<file path="src/rtl/puzzle3_kdigit_if.sv">
// Digit stream into the K-digit accumulator: one optional digit per cycle
// plus a bank-close strobe that may ride on the same cycle.
interface puzzle3_kdigit_if;
    logic [3:0] data_in;
    logic       wr_en;
    logic       bank_end;

    modport master (output data_in, output wr_en, output bank_end);
    modport slave  (input  data_in, input  wr_en, input  bank_end);
endinterface

</file>
<file path="src/rtl/puzzle3_kdigit.sv">
// Streaming maximum-K-digit-subsequence accumulator.
// best_q[j] holds the largest j-digit value that can be picked, in order,
// from the digits seen so far in the current bank. All j update in parallel
// from pre-edge values, so no bank buffering is needed. On bank close the
// K-digit result is registered (stage 1) and added to the running sum one
// cycle later (stage 2).
module puzzle3_kdigit #(
    parameter int DIGITS = 12,
    parameter int VAL_W  = 40,
    parameter int SUM_W  = 64,
    parameter int CNT_W  = 8
) (
    input  logic                 clk,
    input  logic                 rst_n,
    puzzle3_kdigit_if.slave      in_if,
    output logic                 bank_valid,
    output logic [VAL_W-1:0]     bank_max,
    output logic                 bank_short,
    output logic [SUM_W-1:0]     sum,
    output logic [CNT_W-1:0]     bank_count,
    output logic                 digit_err
);

    // Larger of two unsigned values of equal digit count.
    function automatic logic [VAL_W-1:0] max_u(input logic [VAL_W-1:0] a,
                                               input logic [VAL_W-1:0] b);
        return (a > b) ? a : b;
    endfunction

    // Append a decimal digit: v*10 + d, built from shifts to avoid a multiplier.
    function automatic logic [VAL_W-1:0] mul10_add(input logic [VAL_W-1:0] v,
                                                   input logic [3:0]       d);
        return (v << 3) + (v << 1) + VAL_W'(d);
    endfunction

    // Increment that sticks at lim.
    function automatic logic [CNT_W-1:0] sat_inc(input logic [CNT_W-1:0] v,
                                                 input logic [CNT_W-1:0] lim);
        return (v >= lim) ? v : v + CNT_W'(1);
    endfunction

    logic [VAL_W-1:0] best_q  [1:DIGITS];
    logic [VAL_W-1:0] best_d  [1:DIGITS];
    logic [VAL_W-1:0] best_nx [1:DIGITS];
    logic [CNT_W-1:0] n_q, n_d, n_nx;
    logic             accept;

    logic             bank_valid_q, bank_valid_d;
    logic [VAL_W-1:0] bank_max_q,   bank_max_d;
    logic             bank_short_q, bank_short_d;
    logic [SUM_W-1:0] sum_q,        sum_d;
    logic [CNT_W-1:0] bank_count_q, bank_count_d;
    logic             digit_err_q,  digit_err_d;

    // DP step: fold the incoming digit into every best[j] (j needs j-1 prior digits).
    always_comb begin
        accept = in_if.wr_en && (in_if.data_in <= 4'd9);
        for (int j = 1; j <= DIGITS; j++) begin
            best_nx[j] = best_q[j];
        end
        n_nx = n_q;
        if (accept) begin
            best_nx[1] = max_u(best_q[1], VAL_W'(in_if.data_in));
            for (int j = 2; j <= DIGITS; j++) begin
                if (n_q >= CNT_W'(j - 1)) begin
                    best_nx[j] = max_u(best_q[j], mul10_add(best_q[j-1], in_if.data_in));
                end
            end
            n_nx = sat_inc(n_q, CNT_W'(DIGITS));
        end
    end

    // Bank close capture, DP clear, sticky error and the delayed accumulate.
    always_comb begin
        best_d       = best_nx;
        n_d          = n_nx;
        bank_valid_d = in_if.bank_end;
        bank_max_d   = bank_max_q;
        bank_short_d = bank_short_q;
        sum_d        = sum_q;
        bank_count_d = bank_count_q;
        digit_err_d  = digit_err_q | (in_if.wr_en && (in_if.data_in > 4'd9));

        if (in_if.bank_end) begin
            // A short bank never fills best[DIGITS]; report it explicitly as 0.
            bank_short_d = (n_nx < CNT_W'(DIGITS));
            bank_max_d   = bank_short_d ? '0 : best_nx[DIGITS];
            for (int j = 1; j <= DIGITS; j++) begin
                best_d[j] = '0;
            end
            n_d = '0;
        end

        if (bank_valid_q) begin
            sum_d        = sum_q + SUM_W'(bank_max_q);
            bank_count_d = sat_inc(bank_count_q, {CNT_W{1'b1}});
        end
    end

    // State registers; reset discards any partial bank immediately.
    always_ff @(posedge clk or negedge rst_n) begin
        if (!rst_n) begin
            for (int j = 1; j <= DIGITS; j++) begin
                best_q[j] <= '0;
            end
            n_q          <= '0;
            bank_valid_q <= 1'b0;
            bank_max_q   <= '0;
            bank_short_q <= 1'b0;
            sum_q        <= '0;
            bank_count_q <= '0;
            digit_err_q  <= 1'b0;
        end else begin
            for (int j = 1; j <= DIGITS; j++) begin
                best_q[j] <= best_d[j];
            end
            n_q          <= n_d;
            bank_valid_q <= bank_valid_d;
            bank_max_q   <= bank_max_d;
            bank_short_q <= bank_short_d;
            sum_q        <= sum_d;
            bank_count_q <= bank_count_d;
            digit_err_q  <= digit_err_d;
        end
    end

    assign bank_valid = bank_valid_q;
    assign bank_max   = bank_max_q;
    assign bank_short = bank_short_q;
    assign sum        = sum_q;
    assign bank_count = bank_count_q;
    assign digit_err  = digit_err_q;

endmodule

</file>
<file path="src/flat_wrapper.sv">
// flat-port wrapper written by rule: the top's interface ports become plain ports
module puzzle3_kdigit_flat 
#(
    parameter int DIGITS = 12,
    parameter int VAL_W  = 40,
    parameter int SUM_W  = 64,
    parameter int CNT_W  = 8
)
  (clk, rst_n, bank_valid, bank_max, bank_short, sum, bank_count, digit_err, in_if_data_in, in_if_wr_en, in_if_bank_end);
  puzzle3_kdigit_if in_if_i ();
  input  logic clk;
  input  logic rst_n;
  output logic bank_valid;
  output logic [VAL_W-1:0] bank_max;
  output logic bank_short;
  output logic [SUM_W-1:0] sum;
  output logic [CNT_W-1:0] bank_count;
  output logic digit_err;
  input wire logic [$bits(in_if_i.data_in)-1:0] in_if_data_in;
  input wire logic [$bits(in_if_i.wr_en)-1:0] in_if_wr_en;
  input wire logic [$bits(in_if_i.bank_end)-1:0] in_if_bank_end;
  assign in_if_i.data_in = in_if_data_in;
  assign in_if_i.wr_en = in_if_wr_en;
  assign in_if_i.bank_end = in_if_bank_end;
  puzzle3_kdigit #(.DIGITS(DIGITS), .VAL_W(VAL_W), .SUM_W(SUM_W), .CNT_W(CNT_W)) u_core (.clk(clk), .rst_n(rst_n), .in_if(in_if_i), .bank_valid(bank_valid), .bank_max(bank_max), .bank_short(bank_short), .sum(sum), .bank_count(bank_count), .digit_err(digit_err));
endmodule
</file>
<file path="config.mk">
export PLATFORM = sky130hd
export DESIGN_NAME = puzzle3_kdigit_flat
export DESIGN_NICKNAME = d
export VERILOG_FILES = /design/src/rtl/puzzle3_kdigit_if.sv /design/src/rtl/puzzle3_kdigit.sv /design/src/flat_wrapper.sv
export SDC_FILE = /design/constraint.sdc
export NUM_CORES = 2
export LEC_CHECK = 0
export CAP_MARGIN = 20
export CORE_MARGIN = 2
export CORE_UTILIZATION = 55
export DETAILED_ROUTE_END_ITERATION = 8
export MAX_ROUTING_LAYER = met4
export PLACE_DENSITY = 0.75
export SYNTH_ARGS = -nofsm -noshare
export SYNTH_HDL_FRONTEND = slang
export SYNTH_SLANG_ARGS = --single-unit
export TNS_END_PERCENT = 10
</file>
<file path="constraint.sdc">
create_clock -name clk -period 5.6 [get_ports clk]
set_clock_uncertainty 0.15 [all_clocks]
set_input_delay 0.84 -clock clk [delete_from_list [all_inputs] [get_ports clk]]
set_output_delay 0.84 -clock clk [all_outputs]
set_load 0.02 [all_outputs]
</file>
### Word level (Yosys, flattened, before mapping)

Cells that the tools add are included.

| cells by class | value |
|---|---|
| $add $sub $neg | 25 |
| $lt $le $gt $ge | 28 |
| eq/ne operators | 11 |
| muxes and demuxes | 29 |
| bitwise operators | 2 |
| reduce and logical (&&, ||, !) cells | 25 |

Operators by type and width:

| operator | number |
|---|---|
| 40-bit 2-to-1 mux | 24 |
| 480-bit 2-to-1 mux | 2 |
| 40-bit by 4-bit adder with 40-bit output | 11 |
| 40-bit adder | 11 |
| 40-bit greater-than comparator | 11 |
| 64-bit by 40-bit adder with 64-bit output | 1 |
| 8-bit by 4-bit greater-or-equal comparator with 1-bit output, second input constant | 5 |
| 40-bit by 4-bit greater-than comparator with 1-bit output | 1 |
| 8-bit by 3-bit greater-or-equal comparator with 1-bit output, second input constant | 4 |
| 3-bit AND reduction | 10 |
| 8-bit 2-to-1 mux | 3 |
| 2-bit inequality test, second input constant | 11 |
| 2-bit nonzero test | 11 |
| 8-bit by 1-bit adder with 8-bit output, second input constant | 2 |
| 8-bit by 2-bit greater-or-equal comparator with 1-bit output, second input constant | 2 |
| 8-bit by 1-bit greater-or-equal comparator with 1-bit output, second input constant | 1 |
| 8-bit greater-or-equal comparator, second input constant | 1 |
| 8-bit by 4-bit less-than comparator with 1-bit output, second input constant | 1 |
| 4-bit greater-than comparator, second input constant | 1 |
| 4-bit <= comparator, second input constant | 1 |
| 2-bit AND reduction | 2 |
| 1-bit logical AND | 2 |
| 1-bit inverter | 1 |
| 1-bit OR | 1 |

| word-level totals | value |
|---|---|
| register bits | 603 |
| input bits | 8 |
| output and inout port bits | 115 |
| logic and storage cells | 139 |

### Logic depth before layout (Yosys ltp)

| logic depth | value |
|---|---|
| word-level depth | 7 |
| mapped depth | 27 |
| gate-level depth less buffers | 25 |

### Worst setup path before layout

OpenSTA, ideal clock, no wires.

| path | value |
|---|---|
| path type | in2reg |
| start | input port in_if_data_in[3] |
| end | register u_core.best_q[153] in the netlist's numbering |
| library setup time | 0.122 ns |
| arrival time | 6.586 ns |
| required time | 5.328 ns |
| setup slack | -1.258 ns |
| cell stages on the path | 24 |
| buffers on the path | 2 |
| cells stage by stage | inv_1 > fa_1 > inv_1 > ha_1 > a211o_1 > a211o_1 > a41oi_2 > nor4_1 > a211oi_2 > a211oi_1 > o21a_1 > a41oi_1 > nand2_1 > xnor2_1 > ha_1 > nand4_1 > or2_1 > or4_1 > or4_1 > a21oi_1 > buf_2 > buf_4 > nor2_1 > a32o_1 |

| on the way | value |
|---|---|
| longest elaborated chain between the ends | 5 |
| elaborated cells on any way between the ends | 11 |
| classes of those cells | add/sub (1); order compare (2); eq/ne (1); mux (4); reduce/logical (3) |

RTL lines:

| item | RTL line | source |
|---|---|---|
| start, declared | flat_wrapper.sv:19 | `input wire logic [$bits(in_if_i.data_in)-1:0] in_if_data_in;` |
| branches (longest 5 deep; another with 40-bit by 4-bit adder with 40-bit output) | -- |  |
| end signal, assigned by index | puzzle3_kdigit.sv:115 | `best_q[j] <= best_d[j];` |
| end, declared | puzzle3_kdigit.sv:42 | `logic [VAL_W-1:0] best_q [1:DIGITS];` |

Parallel ways; which one is timed is not known. The select of a mux whose other input is x is not followed.
A chain may end at the register's enable or synchronous reset.

### Worst setup path after layout

| path | value |
|---|---|
| start | input port in_if_data_in[3] |
| end | register u_core.best_q[143] in the netlist's numbering |

The elaborated chain is that of the path after synthesis.

==> flow_summary.yaml <==
global_route:
  grt_pass1_wl_um: 269000
  grt_max_degree: 161
  first_global_vias: 53900
  antenna_found_initial: 1
  use_met3_pct: 3.02
  use_met2_pct: 53.1
  grt.busiest_layer: "met2"
  grt-ovfl-total: 0
  met1_usage_pct: 36.8
  track_usage_pct: 30.6
sta:
  fin_hold_ws_ns: 0.331
  setup_tns_ns: -98.27
  period_needed_ns: 6.21
  setup_viol: 349
  fin_crit_sh_pct: 111
  rsz0062_at_grt: "yes"
  drv_slew: 0
  max_freq_mhz: 161
  hold_viol: 0
  tightest_slew_ns: 0.937
  setup_slack_ns: -0.611
  slew_headroom_pct: 37.1
detailed_routing:
  vias: 53600
  drc: 0
  detail_route.iter0.violations: 3284
  ant_nets: 0
  routed_wl_um: 164000
  firstDrtPassIters: 5
  routedWlPerCell_um: 18.5
  viasPerCell: 6.03
layout:
  syn2layout_area_growth_pct: 23.1
  n_antenna_cell: 0
  final_layout_size_suffix_gt1_share_pct: 18.0
  final_area_um2: 71300
  final_common_cell: "ha_1"
  nets: 8690
  final_cells: 8890
  layout_common_cells: "ha_1, buf_4, dfrtp_1"
power:
  combinationalPowerShare_pct: 8.8
  power.share.sequential_pct: 42.8
  p_int_uw: 7070
  power_density_nw_per_um2: 135
  switching_share_pct: 26.5
  p_sw_uw: 2540
  ir_drop_mv: 0.211
  clkPwrFrac_pct: 48.4
  cellLeakagePower_uw: 0.0384
clock_tree:
  cts.reportedPaths.clkPinSlew_ns: 0.06
  htree_levels: 3
  clkLatencyLatePin_ns: 0.66
  cts_made_buffers: 71
  cts_root_buf: "clkbuf_16"
  cts_buffer_depth: 3
  clock-sinks: 552
  cts_tree: "built"
synthesis:
  postSynth.asyncResetShare_pct: 100
  yosysUniqueCellTypes: 99
  synth-seq-cells: 552
  yosysTopAreaCell: "ha_1"
  synth_area_leaders: "ha_1, dfrtp_1, a21o_1"
  synth_top_cell_area_share_pct: 26.2
  synth_flop_cell: "dfrtp_1"
  synthesis.area_um2: 58000
  synth_edf_count: 0
  syn_inst: 6520
  ys_seq_area_share_pct: 23.8
  yosys_warnings: 0
  avgSynthCellArea_um2: 8.89
status:
  violations: "negative setup slack"
  status: "complete, but fails checks"
die:
  fp.dieW_um: 329
  io_pins: 123
  core_area_um2: 105000
  num_rows: 119
  die_h_um: 329
  initial_utilization_pct: 55.2
  die-area_um2: 108000
worst_setup_path:
  cp.arrival_ns: 6.64
  reg2reg_slack_ns: -0.57
  endpoint_kind: "register"
  crit_type: "in2reg"
  start_kind: "input pin"
  crit_fanout: 8
  slowest_stage: "or4_4"
  worstSetupStartpoint: "in_if_data_in[3]"
  reg2regPathDepth: 24
  slowest_delay_ns: 0.57
  r2r_start: "u_core.best_q[162]"
  worstPathRequired_ns: 6.03
  r2r_end: "u_core.best_q[143]"
worst_hold_path:
  hp-class: "reg2reg"
  min-delay-start: "u_core.sum[63]"
  whs_path_depth: 1
  whs_endpoint: "u_core.sum[63]"
place:
  place_area_um2: 66900
  gp_congestion: 0.932
  port_buffers: 122
  dp_hpwl_um: 125000
  pre_cts_slack_ns: -1.96
  dpl.cell_count: 8686
flow_run:
  drv_cap: 0
## worst max-delay path, delay by kind of cell
family                   cells  cell delay, ns
multiplexers                 1            0.22
AND/OR/NAND/NOR              7            1.80
buffers and inverters        6            0.64
AO/OA/AOI/OAI                8            1.90
XOR/XNOR                     1            0.16
adder cells (fa/ha/maj)      3            1.06
## metrics by stage
step / power (uW) / util (%)
final: 9610 / 68.0
after detailed placement: 4990 / 63.8
after global placement: 4970 / 63.8
after CTS: 9640 / 67.2
after floorplan: 4600 / -
after global routing: 9910 / 68.0
## state kept, by name, summed over array words and instances (netlist names)
register           count
u_core.bank_short      1
u_core.bank_count      8
u_core.bank_valid      1
u_core.best_q        429
u_core.digit_err       1
u_core.sum            64
u_core.n_q             8
u_core.bank_max       40
## worst max path at each step
stage                          to  cells after the start
6_report       u_core.best_q[143]                     26
5_1_grt        u_core.best_q[141]                     26
4_1_cts        u_core.best_q[139]                     27
3_5_place_dp   u_core.best_q[238]                     29
3_3_place_gp   u_core.best_q[340]                     29
2_1_floorplan  u_core.best_q[142]                     24
## cell type report
cell class / instances / area, um2
Fill cell: 8259 / 33600
Clock inverter: 29 / 338
Sequential cell: 552 / 13800
Timing Repair Buffer: 1038 / 8760
Inverter: 318 / 1200
Clock buffer: 97 / 1970
Multi-Input combinational cell: 5465 / 43500
Tap cell: 1391 / 1740
## cells by family (layout without fill, tap and decap cells)
kind of cell,Yosys count,after routing,share of synthesized area (%)
other,1,16,0.00647
DFF,552,552,23.8
muxes,130,130,2.36
buffers and inverters,519,1482,3.42
AOI/OAI and AO/OA,1939,1940,22.2
and+or+nand+nor,1718,1718,14.7
xor gates and xnor gates,425,425,6.42
adders and majority gates,1236,1236,27.0
## synth_stat cells (all sizes together) (34+ instances only)
cell / count
a21o: 377
o2bb2ai: 71
dfrtp: 552
a21oi: 540
and2: 77
xor2: 202
nand2: 391
buf: 34
nand3: 170
xnor2: 223
o21a: 83
inv: 318
o31ai: 39
nand4: 134
clkbuf: 167
nor3: 70
mux2: 55
nand2b: 112
a31oi: 73
ha: 1213
a211oi: 59
mux2i: 75
nor2b: 85
o211ai: 40
nor2: 439
o21ai: 314
o21bai: 57
a22o: 48
and3: 76
## power groups by stage
stage | clock network, uW | registers, uW | logic [uW]
global route | 4870 | 4120 | 924
finish | 4650 | 4120 | 843
floorplan | 0 | 4240 | 358
CTS | 4700 | 4110 | 827
global placement | 0 | 4180 | 784
detailed placement | 0 | 4190 | 804
## timing repair
action,in CTS,in global routing
setup endpoints to repair,440,440
pin swaps,109,98
resized for setup,174,124
gates cloned,11,4
hold buffers,1,0
setup buffers,36,29
endpoints found under the hold margin,45,0
## routing by layer
layer  up-vias  wire [um]
li1      26000          -
met1     26000      69700
met2      1240      81600
met3       416       6240
met4         0       6650
met5         -          0
Note: power is estimated with default switching activity, not from simulation.
